$ cat config.mk
export PLATFORM = sky130hd
export DESIGN_NAME = fpu_wb_arbiter
export DESIGN_NICKNAME = d
export VERILOG_FILES = /design/src/rtl/fpu_wb_arbiter.sv
export SDC_FILE = /design/constraint.sdc
export NUM_CORES = 1
export LEC_CHECK = 0
export BUFFER_PORTS_ARGS = -buffer_cell sky130_fd_sc_hd__buf_2
export CAP_MARGIN = 20
export CORE_MARGIN = 4
export CORE_UTILIZATION = 40
export CTS_CLUSTER_SIZE = 8
export DETAILED_ROUTE_END_ITERATION = 16
export HOLD_SLACK_MARGIN = 0.05
export PLACE_DENSITY_LB_ADDON = 0.15
export SLEW_MARGIN = 30
export SYNTH_ARGS = -nofsm -noshare
export SYNTH_HDL_FRONTEND = slang
export SYNTH_SLANG_ARGS = --single-unit
$ cat constraint.sdc
create_clock -name Clk_i -period 5.18 [get_ports Clk_i]
set_input_delay 0.518 -clock Clk_i [delete_from_list [all_inputs] [get_ports Clk_i]]
set_output_delay 0.518 -clock Clk_i [all_outputs]
set_load 0.1 [all_outputs]
$ cat src/rtl/fpu_wb_arbiter.sv
// FPU register-file write-port arbiter with a pending-write scoreboard.
// Define FPU_WB_FIXED_PRIO_EN to give A fixed priority instead of round-robin.
module fpu_wb_arbiter #(
    parameter int DATA_W = 32,
    parameter int ADDR_W = 5
) (
    input  logic                     Clk_i,
    input  logic                     Reset_i,
    input  logic                     issue_valid_i,
    input  logic [ADDR_W-1:0]        issue_dest_i,
    input  logic [ADDR_W-1:0]        issue_src1_i,
    input  logic [ADDR_W-1:0]        issue_src2_i,
    output logic                     issue_stall_o,
    input  logic                     a_valid_i,
    input  logic [ADDR_W-1:0]        a_dest_i,
    input  logic [DATA_W-1:0]        a_data_i,
    output logic                     a_ready_o,
    input  logic                     b_valid_i,
    input  logic [ADDR_W-1:0]        b_dest_i,
    input  logic [DATA_W-1:0]        b_data_i,
    output logic                     b_ready_o,
    output logic                     RegWrite_o,
    output logic [ADDR_W-1:0]        WriteRegister_o,
    output logic [DATA_W-1:0]        WriteData_o,
    output logic [(1<<ADDR_W)-1:0]   pending_o
);
    localparam int NREG = 1 << ADDR_W;

    logic              grant_a, grant_b, grant;
    logic [ADDR_W-1:0] g_dest;
    logic [DATA_W-1:0] g_data;
    logic [NREG-1:0]   pending_q, pending_d;
    logic              regwrite_q;
    logic [ADDR_W-1:0] wreg_q;
    logic [DATA_W-1:0] wdata_q;

`ifdef FPU_WB_FIXED_PRIO_EN
    assign grant_a = a_valid_i;
`else
    logic last_b_q; // 1 when B holds the most recent grant

    assign grant_a = a_valid_i && (!b_valid_i || last_b_q);

    always_ff @(posedge Clk_i or posedge Reset_i) begin
        if (Reset_i)
            last_b_q <= 1'b1;
        else if (grant_a)
            last_b_q <= 1'b0;
        else if (grant_b)
            last_b_q <= 1'b1;
    end
`endif

    assign grant_b = b_valid_i && !grant_a;
    assign grant   = grant_a || grant_b;
    assign g_dest  = grant_a ? a_dest_i : b_dest_i;
    assign g_data  = grant_a ? a_data_i : b_data_i;

    assign a_ready_o     = grant_a;
    assign b_ready_o     = grant_b;
    assign issue_stall_o = issue_valid_i &&
                           (pending_q[issue_src1_i] || pending_q[issue_src2_i] ||
                            pending_q[issue_dest_i]);

    // Set is applied after clear so a same-cycle issue to the granted register wins.
    always_comb begin
        pending_d = pending_q;
        if (grant)
            pending_d[g_dest] = 1'b0;
        if (issue_valid_i && !issue_stall_o)
            pending_d[issue_dest_i] = 1'b1;
    end

    always_ff @(posedge Clk_i or posedge Reset_i) begin
        if (Reset_i) begin
            regwrite_q <= 1'b0;
            wreg_q     <= '0;
            wdata_q    <= '0;
            pending_q  <= '0;
        end else begin
            regwrite_q <= grant;
            pending_q  <= pending_d;
            if (grant) begin
                wreg_q  <= g_dest;
                wdata_q <= g_data;
            end
        end
    end

    assign RegWrite_o      = regwrite_q;
    assign WriteRegister_o = wreg_q;
    assign WriteData_o     = wdata_q;
    assign pending_o       = pending_q;
endmodule

==> out/results.ini, run 1 <==
[run_status]
status = completed

[clocking]
cts_num_sinks = 71
root_buffer = clkbuf_8
clk_latency_ns = 0.34
cts-resized-gates = 0
cts_setup_buffers = 0
cts_tree = built
clock_path_buffers = 2
hold_buffers = 0
ctsHtreeMaxLevel = 3
cts_buffers = 9
cts.clk_slew.worst_paths_ns = 0.09

[routing]
drt-total-wl_mm = 12.31
vias_per_cell = 5.543
drcViolationCount = 0
ant_nets = 0
drtIter0Drc = 178
vias = 3941
wl_per_cell_um = 17.32
dr.pass1.iters = 4

[power_and_ir_drop]
finalPower_mw = 2.635
clockPowerShare = 0.187
power_density_nw_per_um2 = 518.6
ir_worst_vdd_uv = 268.9
pwr-share-seq = 0.305
power.internal_mw = 1.201
leakagePower_nw = 2.512
swShare = 0.5442
combPwrFrac = 0.508
p_sw_mw = 1.434

[place]
dp_slack_ns = 2.060
io_buffers = 166
place.gp.congestion = 0.8677
dp_hpwl_mm = 9.222
dp_cells = 695

[layout]
fin_cells = 711
num-nets-final = 671
areaGrowthSynthToFinish_pct = 29.99
final_layout_size_suffix_gt1_frac = 0.3608
antenna_cells = 0

[timing]
finalCriticalPeriod_ns = 3.318
worst_slew_pin_slew_ns = 1.027
setup_ws_ns = 1.862
finalSetupTns_ns = 0
slew_violations = 0
slew_headroom = 0.3080
finalHoldViolations = 0
setup_violations = 0
rsz0062_at_grt = no
fmax_mhz = 301.4
skew_ns = 0.01687
finalCritPeriodShare = 0.6405

[grt]
grt_first_pass_wirelength_mm = 20.20
grt_max_degree = 72
overflow = 0
grt_pass1_vias = 3911
antenna_found_initial = 0
grt_usage = 0.2204

[synthesis]
syn_area_per_cell_um2 = 9.396
ys_types = 36
synth_area_um2 = 3909
yosysMostFrequentCell = nand2_1
yosysWarnings = 0
synth_top_area_share = 0.4481
syn_nets = 510
synth.area.top_cells = dfrtp_1 (45%), o21ai_0 (8.5%), mux2i_1 (7.7%)
synthFlopType = dfrtp_1
synth-edff-count = 0
ys_ff_latch = 71
synthArstFlopShare = 1.000
yosys.area.top_type = dfrtp_1
ys_seq_area_frac = 0.4549
syn_inst = 416
netlist_top_cells_count = nand2_1 (76), dfrtp_1 (70), o21ai_0 (66), a22oi_1 (35), mux2i_1 (30)

[floorplan]
die_area_um2 = 11420
die_w_um = 106.9
rows = 35
boundaryPins = 167
initial_core_util = 0.4171
die_height_um = 106.9
core-area_um2 = 9371

[run]
drv_cap = 0

[worst_setup_path]
worst_setup_path_end_kind = output port
critPathKind = reg -> out
critPathArrivalTime_ns = 2.80
critPathLaunchType = flop
cp_max_fo = 33
cp_data_required_time_ns = 4.66

[min_path]
hold_class = in -> async

-- worst max-delay path, cell delays in order (launching register included) --
cell	delay [ns]
dfstp_2	0.52
nand2b_1	0.19
nand2_1	0.21
inv_1	0.47
buf_4	0.41
nor2_2	0.07
buf_4	0.24
buf_2	0.33
-- layout by cell type, fill, tap and decap left out, types with 5 or more instances in the layout --
master,synthesis,final
buf_2,5,166
mux2_2,5,5
mux2i_1,30,30
nand2_1,76,76
o22ai_1,9,9
nor2_1,11,9
clkbuf_8,0,10
a22oi_1,35,35
mux4_2,8,8
a31oi_1,9,9
a21oi_1,6,6
nand3_1,7,7
nor3b_1,5,5
inv_1,8,7
dfrtp_1,70,70
o21ai_0,66,65
nand2b_1,11,11
-- metal layers --
layer	part of all wire	vias up	global-route usage
met1	0.43	1863	0.3024
li1	-	1853	-
met4	0.022	0	0.08584
met3	0.091	20	0.04275
met5	0	-	0
met2	0.46	205	0.3449
-- power by group through the flow --
stage / Sequential (mW) / Clock (mW) / Combinational, mW
finish: 0.803 / 0.493 / 1.34
CTS: 0.799 / 0.503 / 1.34
detailed placement: 0.807 / 0 / 1.34
global placement: 0.808 / 0 / 1.33
global route: 0.821 / 0.524 / 1.40
floorplan: 1.57 / 0 / 0.298
-- logic make-up (layout without fill, tap and decap cells) --
group	Yosys count	in the layout	synth area share
buf+inv	28	194	0.02849
flops	71	71	0.4549
simple gates	139	139	0.1725
mux	43	43	0.1373
compound gates	135	135	0.2068
-- registers in the layout, indices dropped and copies added (netlist names) --
name	flops
pending_o	32
WriteRegister_o	5
WriteData_o	32
RegWrite_o	1
last_b_q	1
-- worst paths after layout --
check,from,end,slack [ns],cells after the start
max,last_b_q,b_ready_o,1.86,7
min,Reset_i,pending_o[15],0.32,3
max reg2reg,last_b_q,pending_o[19],2.42,7
min reg2reg,last_b_q,last_b_q,0.49,2
max in group asynchronous,Reset_i,WriteData_o[25],4.40,3
min in group Clk_i,b_data_i[16],WriteData_o[16],0.38,3
-- stage by stage --
stage	area, um2	util	hold WS (ns)
after floorplan	3909	-	0.4590
after global placement	4855	0.5180	0.4753
after detailed placement	4855	0.5180	0.4773
after CTS	5077	0.5418	0.3615
after global routing	5081	0.5422	0.3738
final	5081	0.5422	0.3240
-- final cells by class --
class	instances	area, um2
fill	890	4290
multi-input combinational	317	2024
sequential	71	1778
timing repair buffer	170	864.6
tap	129	161.4
clock buffer	11	141.4
clock inverter	5	81.33
inverter	8	30.03
Power figures use the tool's default switching activity.
==> run 2, diff against run 1 <==
Settings changed: ABC_AREA set to 1.
Clock period 5.18 ns to 3 ns, I/O delays scaled along.
==> run 2 against run 1 <==
Area after synthesis rose by 15%. Register-to-register slack worse by 1.7 ns. Via count up 31%. Cell area up 9.3%. Sequential cell count unchanged. Combinational power grew 64%. Sequential power increased by 59%. Non-clock buffer count grew 2. Critical path type is now in -> out.
==> out/results.ini, run 2 <==
[synthesis]
syn_inst = 668  ; +61%
syn_area_per_cell_um2 = 6.719  ; -28%
ys_seq_area_frac = 0.3962  ; -0.05871
synth-edff-count = 0  ; unchanged
netlist_top_cells_count = nand2_1 (207), nand3_1 (117), dfrtp_1 (70), inv_1 (60), nor2_1 (54)
synthArstFlopShare = 1.000  ; unchanged
synth.area.top_cells = dfrtp_1 (39%), nand2_1 (17%), nand3_1 (13%)
yosysMostFrequentCell = nand2_1
yosys.area.top_type = dfrtp_1
syn_nets = 762  ; +49%
ys_types = 29  ; -19%
synth_area_um2 = 4488  ; +15%
synthFlopType = dfrtp_1
yosysWarnings = 0  ; unchanged
synth_top_area_share = 0.3903  ; -0.05785
ys_ff_latch = 71  ; unchanged

[clocking]
hold_buffers = 0  ; unchanged
cts.clk_slew.worst_paths_ns = 0.08  ; about the same
cts-resized-gates = 0  ; unchanged
cts_tree = built
cts_num_sinks = 71  ; unchanged
cts_buffers = 9  ; unchanged
cts_setup_buffers = 0  ; unchanged
root_buffer = clkbuf_8
clk_latency_ns = 0.35  ; about the same
ctsHtreeMaxLevel = 3  ; unchanged
clock_path_buffers = 2  ; unchanged

[worst_setup_path]
critPathKind = in -> out
worst_setup_path_end_kind = output port
critPathArrivalTime_ns = 2.09  ; -0.71 ns
critPathLaunchType = primary input
path_common_cell = nand2_1
cp_data_required_time_ns = 2.70  ; -1.96 ns
cp_slowest_cell = buf_2
cp_max_fo = 20  ; -39%
max_stage_delay_ns = 0.44  ; -0.08 ns
crit_chain = buf_2 -> inv_1 -> nand2_1 -> nand3_1 -> nand3_1 -> nand3b_1 -> nand2_1 -> nand2_1 -> nand2_1 -> nor2_2 -> a21boi_2 -> buf_2

[layout]
nFillCells = 1142  ; +28%
num-nets-final = 910  ; +36%
multiInputGateArea_um2 = 2235  ; +10%
antenna_cells = 0  ; unchanged
final_layout_size_suffix_gt1_frac = 0.2570  ; -0.1038
final_common_cell = nand2_1
final_util = 0.5102  ; -0.03196
final_cell_mix = nand2_1 (207), buf_2 (166), nand3_1 (117), dfrtp_1 (70), inv_1 (59)
areaGrowthSynthToFinish_pct = 23.78
seqCellArea_um2 = 1778  ; unchanged

[place]
dp_hpwl_mm = 11.48  ; +25%
place.gp.congestion = 0.9600  ; +11%
io_buffers = 166  ; unchanged

[grt]
grt_first_pass_wirelength_mm = 25.34  ; +25%
antenna_found_initial = 0  ; unchanged
overflow = 0  ; unchanged
grt_usage = 0.2408  ; +0.02039
grt_max_degree = 40  ; -44%
grt_pass1_vias = 5177  ; +32%

[timing]
setup_violations = 0  ; unchanged
finalCritPeriodShare = 0.7964
finalCriticalPeriod_ns = 2.389
rsz0062_at_grt = no
skew_ns = 0.008569  ; -0.008306 ns
slew_headroom = 0.4960  ; +0.1880
finalHoldViolations = 0  ; unchanged
finalSetupTns_ns = 0  ; unchanged
fmax_mhz = 418.6
whs_ns = 0.07898  ; -0.2451 ns
slew_violations = 0  ; unchanged
worst_slew_pin_slew_ns = 0.7549  ; -0.2722 ns

[power_and_ir_drop]
power_density_nw_per_um2 = 781.3  ; +51%
leakagePower_nw = 3.051  ; +21%
ir_worst_vdd_uv = 407.7  ; +52%

[routing]
drtIter0Drc = 654  ; +270%
drcViolationCount = 0  ; unchanged
ant_nets = 0  ; unchanged
wl_per_cell_um = 16.09  ; -7.1%
dr.pass1.iters = 5  ; +1
drt-total-wl_mm = 15.47  ; +26%
vias_per_cell = 5.364  ; -3.2%
vias = 5155  ; +31%

[floorplan]
die_area_um2 = 12980  ; +14%
boundaryPins = 167  ; unchanged
die_height_um = 113.9  ; +6.6%
die_w_um = 113.9  ; +6.6%
rows = 38  ; +8.6%
core-area_um2 = 10890  ; +16%
initial_core_util = 0.4122  ; -0.004885

[run_status]
status = completed

[min_path]
hold_class = in -> async

[run]
drv_cap = 0  ; unchanged

==> run 2: cell types whose count changed in the layout (fill, tap and decap cells not counted), moves of 28 or more <==
cell,delta
a22oi_1,-35
inv_1,+52
o21ai_0,-36
nand2_1,+131
nand4_1,+28
nor2_1,+43
nand3_1,+110
mux2i_1,-30
==> run 2: worst paths after layout <==
path	from	to	slack [ns]	depth (start not counted)
worst max-delay path	issue_src1_i[0]	issue_stall_o	0.61	12
worst min-delay path	Reset_i	WriteData_o[20]	0.08	2
worst max register to register	last_b_q	pending_o[22]	0.75	7
worst min register to register	WriteRegister_o[3]	WriteRegister_o[3]	0.49	2
max in group asynchronous	Reset_i	pending_o[17]	2.23	3
min in group Clk_i	a_data_i[24]	WriteData_o[24]	0.16	3
==> run 2: cell families (layout without fill, tap and decap cells) <==
family | after synthesis | count (layout) | share of synthesized area
AND/OR/NAND/NOR | 429 | 429 | 0.4215
buffers and inverters | 103 | 256 | 0.1079
flip-flops | 71 | 71 | 0.3962
AO/OA/AOI/OAI | 65 | 65 | 0.07444
==> run 2: final cells by class <==
| type | instances | share of cell area |
|---|---|---|
| timing repair buffer | 172 | 0.1599 |
| sequential | 71 | 0.3200 |
| clock inverter | 6 | 0.01509 |
| inverter | 68 | 0.04640 |
| tap | 140 | 0.03153 |
| multi-input combinational | 494 | 0.4023 |
| clock buffer | 10 | 0.02477 |
==> run 2: power by group <==
part | internal [mW] | switching, mW | total (mW)
clock | 0.488 | 0.376 | 0.864
combinational | 0.355 | 1.84 | 2.20
sequential | 1.12 | 0.157 | 1.28
total | 1.96 | 2.38 | 4.34
==> run 2: layer usage <==
layer | vias up | GRT usage | share of wire
met5 | - | 0 | 0
met4 | 0 | 0.06651 | 0.017
met3 | 21 | 0.05358 | 0.086
met2 | 239 | 0.3954 | 0.47
met1 | 2424 | 0.3210 | 0.43
li1 | 2471 | - | -
==> run 2: critical path, delay by kind of cell <==
family / cells / cell delay (ns)
buffers and inverters: 3 / 1.03
AO/OA/AOI/OAI: 1 / 0.14
AND/OR/NAND/NOR: 8 / 0.60
==> run 2: through the flow <==
stage / total power [mW] / area (um2) / setup WS, ns / cells
4_1_cts: 4.361 / 5555 / 0.6369 / 961
3_3_place_gp: 3.471 / 5334 / 0.6890 / 945
5_1_grt: 4.537 / 5555 / 0.4209 / 961
2_1_floorplan: 3.036 / 4501 / 0.1076 / 668
3_5_place_dp: 3.485 / 5334 / 0.6385 / 945
6_report: 4.340 / 5555 / 0.6109 / 961
==> run 3, diff against run 2 <==
Clock period 3 ns to 2.1 ns, I/O delays scaled along.
==> run 3 against run 2 <==
Non-clock buffer count rose by 33. Setup slack got worse by 0.54 ns. Clock power rose by 42%. Clock skew rose by 0.0021 ns. Critical path type is now reg -> out. Largest power group unchanged.
==> out/results.ini, run 3 (synthesis results as in run 2) <==
[run_status]
status = completed

[worst_setup_path]
reg2reg_to = pending_o[20]
critPathLaunchType = flop
critPathKind = reg -> out
max_stage_delay_ns = 0.42  ; -0.02 ns
r2r_slack_ns = 0.19  ; -0.56 ns
cp_data_required_time_ns = 1.89  ; -0.81 ns
crit_chain = inv_2 -> nand2_1 -> nand3_1 -> nand3_1 -> nand3_1 -> nand2_1 -> nand2_1 -> nand2_2 -> nor2_4 -> a21boi_4 -> buf_12
worst_setup_path_end_kind = output port
cp_slowest_cell = dfrtp_1
rr_worst_depth = 9  ; +2
critPathArrivalTime_ns = 1.82  ; -0.27 ns
r2r-start = last_b_q
cp_max_fo = 3  ; -85%

[timing]
finalCriticalPeriod_ns = 2.029
rsz0062_at_grt = yes
finalHoldViolations = 0  ; unchanged
fmax_mhz = 492.7
slew_violations = 0  ; unchanged
finalCritPeriodShare = 0.9664
worst_slew_pin_slew_ns = 0.5105  ; -0.2444 ns
skew_ns = 0.01068  ; +0.002109 ns
slew_headroom = 0.6620  ; +0.1660
setup_violations = 0  ; unchanged

[place]
dp_cells = 965  ; +2.1%
dp_hpwl_mm = 12.13  ; +5.7%
io_buffers = 166  ; unchanged
place.gp.congestion = 0.9495  ; -1.1%
placed_area_um2 = 5539  ; +3.8%

[grt]
grt_usage = 0.2508  ; +0.01005
grt_pass1_vias = 5300  ; +2.4%
grt_max_degree = 38  ; -5.0%
overflow = 0  ; unchanged
grt_first_pass_wirelength_mm = 26.22  ; +3.5%
antenna_found_initial = 0  ; unchanged

[routing]
wl_per_cell_um = 16.11  ; about the same
drt-total-wl_mm = 16.01  ; +3.5%
drtIter0Drc = 499  ; -24%
vias = 5319  ; +3.2%
ant_nets = 0  ; unchanged
dr.pass1.iters = 5  ; unchanged
vias_per_cell = 5.351  ; -0.24%
drcViolationCount = 0  ; unchanged

[floorplan]
die_w_um = 113.9  ; unchanged
die_area_um2 = 12980  ; unchanged
initial_core_util = 0.4122  ; unchanged
core-area_um2 = 10890  ; unchanged
boundaryPins = 167  ; unchanged
rows = 38  ; unchanged
die_height_um = 113.9  ; unchanged

[layout]
fin_cells = 994  ; +3.4%
antenna_cells = 0  ; unchanged
stdcell_area_um2 = 5932  ; +6.8%
areaGrowthSynthToFinish_pct = 32.17
final_layout_size_suffix_gt1_frac = 0.3244  ; +0.06735
final_common_cell = nand2_1
final_cell_mix = nand2_1 (203), buf_2 (164), nand3_1 (110), dfrtp_1 (67), nor2_1 (51)
num-nets-final = 943  ; +3.6%

[min_path]
hold_depth = 3
whs_endpoint = WriteData_o[0]
min-delay-start = a_data_i[0]
hold_class = in -> reg

[clocking]
cts_num_sinks = 71  ; unchanged
root_buffer = clkbuf_8
ctsHtreeMaxLevel = 3  ; unchanged
clk_latency_ns = 0.35  ; about the same
cts_buffers = 9  ; unchanged
clock_path_buffers = 2  ; unchanged
cts_tree = built
cts.clk_slew.worst_paths_ns = 0.08  ; about the same

[power_and_ir_drop]
ir_worst_vdd_uv = 585.9  ; +44%
power_density_nw_per_um2 = 1087  ; +39%
leakagePower_nw = 3.234  ; +6.0%
finalPower_mw = 6.449  ; +49%

[run]
drv_cap = 0  ; unchanged

[run 3: layout make-up]
cell class | instances | area [um2]
Multi-Input combinational cell | 494 | 2311
Fill cell | 1112 | 4956
Inverter | 68 | 257.7
Clock inverter | 6 | 93.84
Timing Repair Buffer | 205 | 1185
Sequential cell | 71 | 1782
Tap cell | 140 | 175.2
Clock buffer | 10 | 127.6
[run 3: worst max path at each step]
stage                  start       endpoint  slack, ns  cells past startpoint
2_1_floorplan   pending_o[5]  issue_stall_o      -0.35                     10
3_3_place_gp        last_b_q  pending_o[27]       0.15                     10
3_5_place_dp        last_b_q  pending_o[27]       0.10                     10
4_1_cts         pending_o[1]  issue_stall_o     0.0003                     11
5_1_grt        pending_o[30]  issue_stall_o      -0.02                     11
6_report       pending_o[31]  issue_stall_o       0.07                     11
[run 3: stage by stage]
stage	setup slack (ns)	setup TNS, ns	hold WS [ns]	utilization
floorplan	-0.3482	-0.3482	0.3430	-
global placement	0.1486	0	0.1558	0.5087
detailed placement	0.1039	0	0.1627	0.5087
CTS	0.0002693	0	0.05416	0.5305
global route	-0.02490	-0.02490	0.05579	0.5448
finish	0.07055	0	0.06549	0.5448
[run 3: critical path: cells and delay by family, from the launching register on]
kind / cells / cell delay (ns)
simple gates: 8 / 0.70
flops: 1 / 0.42
buf+inv: 2 / 0.28
compound gates: 1 / 0.09
[run 3: metal layers]
metal | global-route usage | wire length [um] | share of wire
met5 | 0 | 0 | 0
met3 | 0.05995 | 1358 | 0.085
met1 | 0.3323 | 6652 | 0.42
met4 | 0.08551 | 299 | 0.019
met2 | 0.4032 | 7700 | 0.48
[run 3: report_power, final]
part / switching (mW) / leakage [nW] / internal [mW]
Combinational: 2.73 / 2.25 / 0.679
Clock: 0.555 / 0.107 / 0.678
Sequential: 0.201 / 0.879 / 1.61
[run 3: timing repair]
| action | in CTS | in global routing |
|---|---|---|
| endpoints found under the setup margin | 1 | 14 |
| pin swaps | 1 | 8 |
| setup buffers | 0 | 12 |
| resized for setup | 2 | 36 |
| hold endpoints to repair | 10 | 0 |
| hold buffers | 1 | 0 |
